===== src/rtl/truth_table_sweeper.sv =====
// Walks every input combination of a loadable N-input truth table and streams
// the selected rows (all, minterms or maxterms) over a valid/ready handshake.
module truth_table_sweeper #(
   parameter int N = 3
) (
   input  logic                 clk,
   input  logic                 reset,
   input  logic                 load,
   input  logic [(1<<N)-1:0]    func_in,
   input  logic [1:0]           mode,
   input  logic                 start,
   input  logic                 row_ready,
   output logic                 row_valid,
   output logic [N-1:0]         row_in,
   output logic                 row_out,
   output logic                 busy,
   output logic                 done,
   output logic [N:0]           ones_count
);

   // state  | meaning
   // S_IDLE | waiting; load/start honoured here only
   // S_SCAN | presenting or skipping the row at idx
   // S_DONE | one-cycle end-of-sweep pulse
   typedef enum logic [1:0] {S_IDLE, S_SCAN, S_DONE} state_t;

   localparam int         ROWS = 1 << N;
   localparam logic [N:0] LAST = (N+1)'(ROWS - 1);

   state_t            state, state_n;
   logic [ROWS-1:0]   table_r, table_n;
   logic [N:0]        idx, idx_n;
   logic [1:0]        mode_r, mode_n;
   logic [N:0]        ones_r, ones_n;

   logic f_cur;
   logic sel;
   logic advance;

   always_ff @(posedge clk) begin
      if (reset) begin
         state   <= S_IDLE;
         table_r <= '0;
         idx     <= '0;
         mode_r  <= '0;
         ones_r  <= '0;
      end else begin
         state   <= state_n;
         table_r <= table_n;
         idx     <= idx_n;
         mode_r  <= mode_n;
         ones_r  <= ones_n;
      end
   end

   always_comb begin
      state_n = state;
      table_n = table_r;
      idx_n   = idx;
      mode_n  = mode_r;
      ones_n  = ones_r;

      f_cur = table_r[idx[N-1:0]];
      // mode 3 is reserved and falls through to "all rows"
      case (mode_r)
         2'd1:    sel = f_cur;
         2'd2:    sel = ~f_cur;
         default: sel = 1'b1;
      endcase
      advance = (state == S_SCAN) && (!sel || row_ready);

      case (state)
         S_IDLE: begin
            if (load) table_n = func_in;
            if (start) begin
               idx_n   = '0;
               ones_n  = '0;
               mode_n  = mode;
               state_n = S_SCAN;
            end
         end
         S_SCAN: begin
            if (advance) begin
               ones_n = ones_r + {{N{1'b0}}, f_cur};
               if (idx == LAST) state_n = S_DONE;
               else             idx_n   = idx + (N+1)'(1);
            end
         end
         S_DONE: state_n = S_IDLE;
         default: state_n = S_IDLE;
      endcase
   end

   // Row fields are zeroed when nothing is presented so idle outputs read 0.
   assign row_valid  = (state == S_SCAN) && sel;
   assign row_in     = row_valid ? idx[N-1:0] : '0;
   assign row_out    = row_valid & f_cur;
   assign busy       = (state != S_IDLE);
   assign done       = (state == S_DONE);
   assign ones_count = ones_r;

endmodule


===== config.mk =====
export PLATFORM = sky130hd
export DESIGN_NAME = truth_table_sweeper
export DESIGN_NICKNAME = d
export VERILOG_FILES = /design/src/rtl/truth_table_sweeper.sv
export SDC_FILE = /design/constraint.sdc
export NUM_CORES = 1
export LEC_CHECK = 0
export ABC_AREA = 1
export BUFFER_PORTS_ARGS = -buffer_cell sky130_fd_sc_hd__buf_2
export CELL_PAD_IN_SITES_DETAIL_PLACEMENT = 1
export CELL_PAD_IN_SITES_GLOBAL_PLACEMENT = 1
export CORE_MARGIN = 3
export CORE_UTILIZATION = 36
export DETAILED_ROUTE_END_ITERATION = 16
export PLACE_DENSITY = 0.72
export SETUP_SLACK_MARGIN = 0.2
export SYNTH_ARGS = -nofsm -noshare
export SYNTH_HDL_FRONTEND = slang
export SYNTH_SLANG_ARGS = --single-unit

===== constraint.sdc =====
create_clock -name clk -period 2.1 [get_ports clk]
set_input_delay 0.21 -clock clk [delete_from_list [all_inputs] [get_ports clk]]
set_output_delay 0.21 -clock clk [all_outputs]
set_load 0.02 [all_outputs]

======== Word level (Yosys, flattened, before mapping) ========
Index checks and enable logic that the tools add are counted.
operators by class
  $add $sub $neg .......................... 2
  $lt $le $gt $ge ......................... 1
  eq/ne operators ......................... 9
  multiplexer cells ....................... 14
  bitwise logic cells ..................... 2
  reduce and logical (&&, ||, !) cells .... 12
operators with widths
  cell                                                    number
  2-to-1 mux 4 bit                                        4
  case mux 4 bit (2 select lines)                         2
  2-to-1 mux 2 bit                                        3
  inequality test 2 bit (second input constant)           3
  AND reduction 3 bit                                     2
  adder 4 x 1 -> 4 bit                                    1
  adder 4 x 1 -> 4 bit (second input constant)            1
  equality test 2 x 1 -> 1 bit (second input constant)    2
  equality test 2 bit (second input constant)             2
  equality test 4 x 3 -> 1 bit (second input constant)    1
  < comparator 3 x 4 -> 1 bit (second input constant)     1
  case mux 2 bit (2 select lines)                         1
  AND reduction 2 bit                                     2
  AND reduction 4 bit                                     1
  nonzero test 2 bit                                      2
  binary-select mux 1 bit (select 3 bit)                  1
  2-to-1 mux 3 bit                                        1
  logical AND 1 bit                                       2
  logical NOT 2 bit                                       1
  inequality test 2 x 1 -> 1 bit (second input constant)  1
  case mux 1 bit (2 select lines)                         1
  bitwise AND 1 bit                                       1
  logical NOT 1 bit                                       1
  logical OR 1 bit                                        1
  2 further kinds                                         2
storage, ports and cells
  register bits after elaboration ......... 20
  input port bits ......................... 15
  logic and storage cells ................. 45

======== Depth between registers and ports, before layout ========
  depth after elaboration ................. 9
  mapped depth ............................ 13

======== Least setup slack after synthesis ========
OpenSTA, ideal clock, no wires.
  path kind ............................... flip-flop to flip-flop
  from .................................... register idx[0]
  to ...................................... register ones_r[2], in the netlist ones_count[2]
  arrival ................................. 1.531 ns
  required time ........................... 2.030 ns
  setup slack ............................. 0.499 ns
  cell stages (with the launch flop) ...... 12
  buffers on the path ..................... 0
  clock period less this slack ............ 1.601 ns
  path through ............................ dfxtp_1 > inv_2 > nand2_1 > nand3_1 > nand3_2 > nand2_2 > inv_1 > ha_1 > ha_1 > xor2_1 > nand4_1 > a21oi_1
between the ends
  word-level cells in the longest chain between the ends .. 9
RTL lines
  item                                                          line  text
  from (decl)                                                   32    logic [N:0] idx, idx_n;
  from (signal assigned)                                        50    idx <= idx_n;
  binary-select mux 1 bit (select 3 bit) *                      63    f_cur = table_r[idx[N-1:0]];
  2-to-1 mux 1 bit (implied by the code) *                      63
  branches (longest 7 deep; another with adder 4 x 1 -> 4 bit)  n/a
  to (signal assigned)                                          52    ones_r <= ones_n;
  to (decl)                                                     34    logic [N:0] ones_r, ones_n;
Every way passes the cells marked *. The select of a mux whose other input is x is not followed.
A chain may end at the register's enable or synchronous reset.

======== Final worst setup path ========
  from .................................... register idx[0]
  to ...................................... output row_in[2]
between the ends
  word-level cells in the longest chain between the ends .. 6
RTL lines
  item                                      line  text
  binary-select mux 1 bit (select 3 bit) *  63
  2-to-1 mux 1 bit (implied by the code) *  63
  inverter 1 bit                            67    2'd2: sel = ~f_cur;
  case mux 1 bit (2 select lines) *         65    case (mode_r)
  logical AND 1 bit *                       95    assign row_valid = (state == S_SCAN) && sel;
  2-to-1 mux 3 bit *                        96    assign row_in = row_valid ? idx[N-1:0] : '0;
  to (decl)                                 14    output logic [N-1:0] row_in,
Mark *: on every way between the ends. The rest lies on a longest branch, timed or not. The select of a mux whose other input is x is not followed.

==> impl_metrics.yaml <==
sta:
  final.setup_skew_ns: 0.00165
  tightest_slew_ns: 0.448
  setup_viol: 0
  slew_headroom: 0.701
  hold_viol: 0
  rsz0062_at_grt: "false"
  max_freq_ghz: 0.562
  post-route-period-util: 0.847
  finalSetupTns_ns: 0
  finalMaxSlewViolations: 0
  period_minus_slack_ns: 1.78
  setup_slack_ns: 0.322
placement:
  dp.cells: 208
  dp_hpwl_um: 2140
  routabilityCongestion: 0.733
  io_buffers: 25
  place_ws_ns: 0.247
clock_network:
  cts_root_buffer: "clkbuf_4"
  cts_hold_buf: 0
  clk_pin_slew_ns: 0.11
  cts_buffers: 3
  cts_buffer_depth: 2
  clk_latency_ns: 0.30
  cts_max_level: 1
  cts_tree: "done"
  clock_sinks: 20
drt:
  ant_nets: 0
  wl_met2_um: 1430
  drc: 0
  wirelength_um: 2840
  top_layer_used: "met4"
  via_per_inst: 5.11
  num_vias: 1098
  wl_met1_um: 1280
  drtPass1Iterations: 4
  drt_iter0_drc: 35
  wire_per_inst_um: 13.2
  route.met3.wl_um: 107
power:
  power_density_nw_per_um2: 672
  ir_worst_vdd_v: 0.000364
  p_leak_nw: 0.689
die:
  die_width_um: 60.8
  core_area_um2: 2810
  fp-row-count: 19
  die_area_um2: 3700
  start_util: 0.385
  fp.dieH_um: 60.8
  pin_count: 26
synthesis:
  yosysWarningCount: 0
  ys_seq_elements: 20
  ys_top_cells_by_area: "dfxtp_1, inv_1, nand2_1"
  synth_cells: 153
  postSynthAreaPerCell_um2: 7.07
  synthesis.nets: 173
  synth_cell_types: 19
  synth_ff_type: "dfxtp_1"
  yosysTopAreaCellShare: 0.370
  yosysTopAreaCell: "dfxtp_1"
  synth-edff-count: 0
  ys_seq_area_frac: 0.370
  async_flop_share: 0
  syn_area_um2: 1080
layout:
  final_util: 0.479
  mostFrequentLayoutCell: "inv_1"
  area_growth_pct: 24.2
  num-fill-cells: 377
  layout_common_cells: "inv_1, nand2_1, buf_2"
  num-nets-final: 205
  drive_above_1_share: 0.272
  final_cells: 215
  antenna_cells: 0
worst_setup_path:
  path_class: "reg2out"
  cp_max_fo: 7
  crit_required_ns: 1.89
  cp.arrival_ns: 1.57
  startpoint: "idx[0]"
  cp-end-kind: "output port"
  r2r_start: "idx[0]"
  startpoint_type: "register"
global_route:
  grt_pass1_vias: 1073
  grt_util_all_layers: 0.167
  antenna_found_initial: 0
  grt_pass1_wl_um: 4650
  grt_max_degree: 17
  gr-total-overflow: 0
flow_run:
  drv_cap: 0
hold_path:
  hold_path_class: "in2reg"
  hp-start: "reset"
run_status:
  outcome: "finished, final reports clean"
sequential cells by signal (all words and copies together) (netlist names):
signal      cells
table_r         8
mode_r          2
state           2
idx             4
ones_count      4
where the power goes:
part | leakage (nW) | switching [mW] | internal, mW
sequential | 0.166 | 0.0204 | 0.408
clock | 0.0210 | 0.120 | 0.106
combinational | 0.501 | 0.156 | 0.0936
synthesized netlist by cell type (2+ instances only):
master / count
a21oi_1: 15
ha_1: 5
clkbuf_1: 2
nand3_1: 10
dfxtp_1: 20
nand2_1: 28
nand2_2: 2
inv_1: 29
o21ai_0: 10
nor2_1: 10
nand3_2: 6
nand4_1: 9
logic make-up after synthesis:
family                   count (synthesis)  synth area share
buffers and inverters                   32             0.111
adder cells (fa/ha/maj)                  5            0.0579
AO/OA/AOI/OAI                           26             0.123
AND/OR/NAND/NOR                         69             0.330
XOR/XNOR                                 1           0.00810
flip-flops                              20             0.370
worst max-delay path: stages (launching register included):
cell	delay (ns)
dfxtp_4	0.40
inv_4	0.09
nand2_1	0.05
nand3_1	0.08
nand3_2	0.09
nand2_2	0.09
nand2_2	0.07
nand3_4	0.09
nand2_4	0.07
nor2_1	0.10
buf_4	0.15
routing by layer:
metal | vias up | track usage
li1 | 560 | -
met1 | 516 | 0.210
met2 | 20 | 0.285
met3 | 2 | 0.0489
met4 | 0 | 0.0279
met5 | - | 0
metrics by stage:
stage	hold WS (ns)	area (um2)	total power, mW
2_1_floorplan	0.279	1080	0.590
3_3_place_gp	0.455	1240	0.652
3_5_place_dp	0.458	1240	0.660
4_1_cts	0.138	1290	0.894
5_1_grt	0.138	1340	0.976
6_report	0.146	1340	0.903
layout make-up:
class / count / area, um2 / share of cell area
well taps: 31 / 38.8 / 0.0289
clock buffers: 4 / 36.3 / 0.0270
repair buffers: 29 / 165 / 0.123
flip-flops and latches: 20 / 409 / 0.305
multi-input cells: 101 / 578 / 0.431
inverters: 30 / 115 / 0.0857
repair_timing:
item | 4_1_cts | 5_1_grt
pin swaps | 0 | 2
gates resized for setup | 6 | 8
endpoints found under the setup margin | 5 | 5
setup buffers | 0 | 3
final timing paths:
path                         to  slack [ns]  cells past startpoint
setup / recovery      row_in[2]        0.32                     10
hold / removal           idx[1]        0.15                      2
setup reg to reg  ones_count[2]        0.40                     11
hold reg to reg      table_r[1]        0.47                      2
Note: power is estimated with default switching activity, not from simulation.
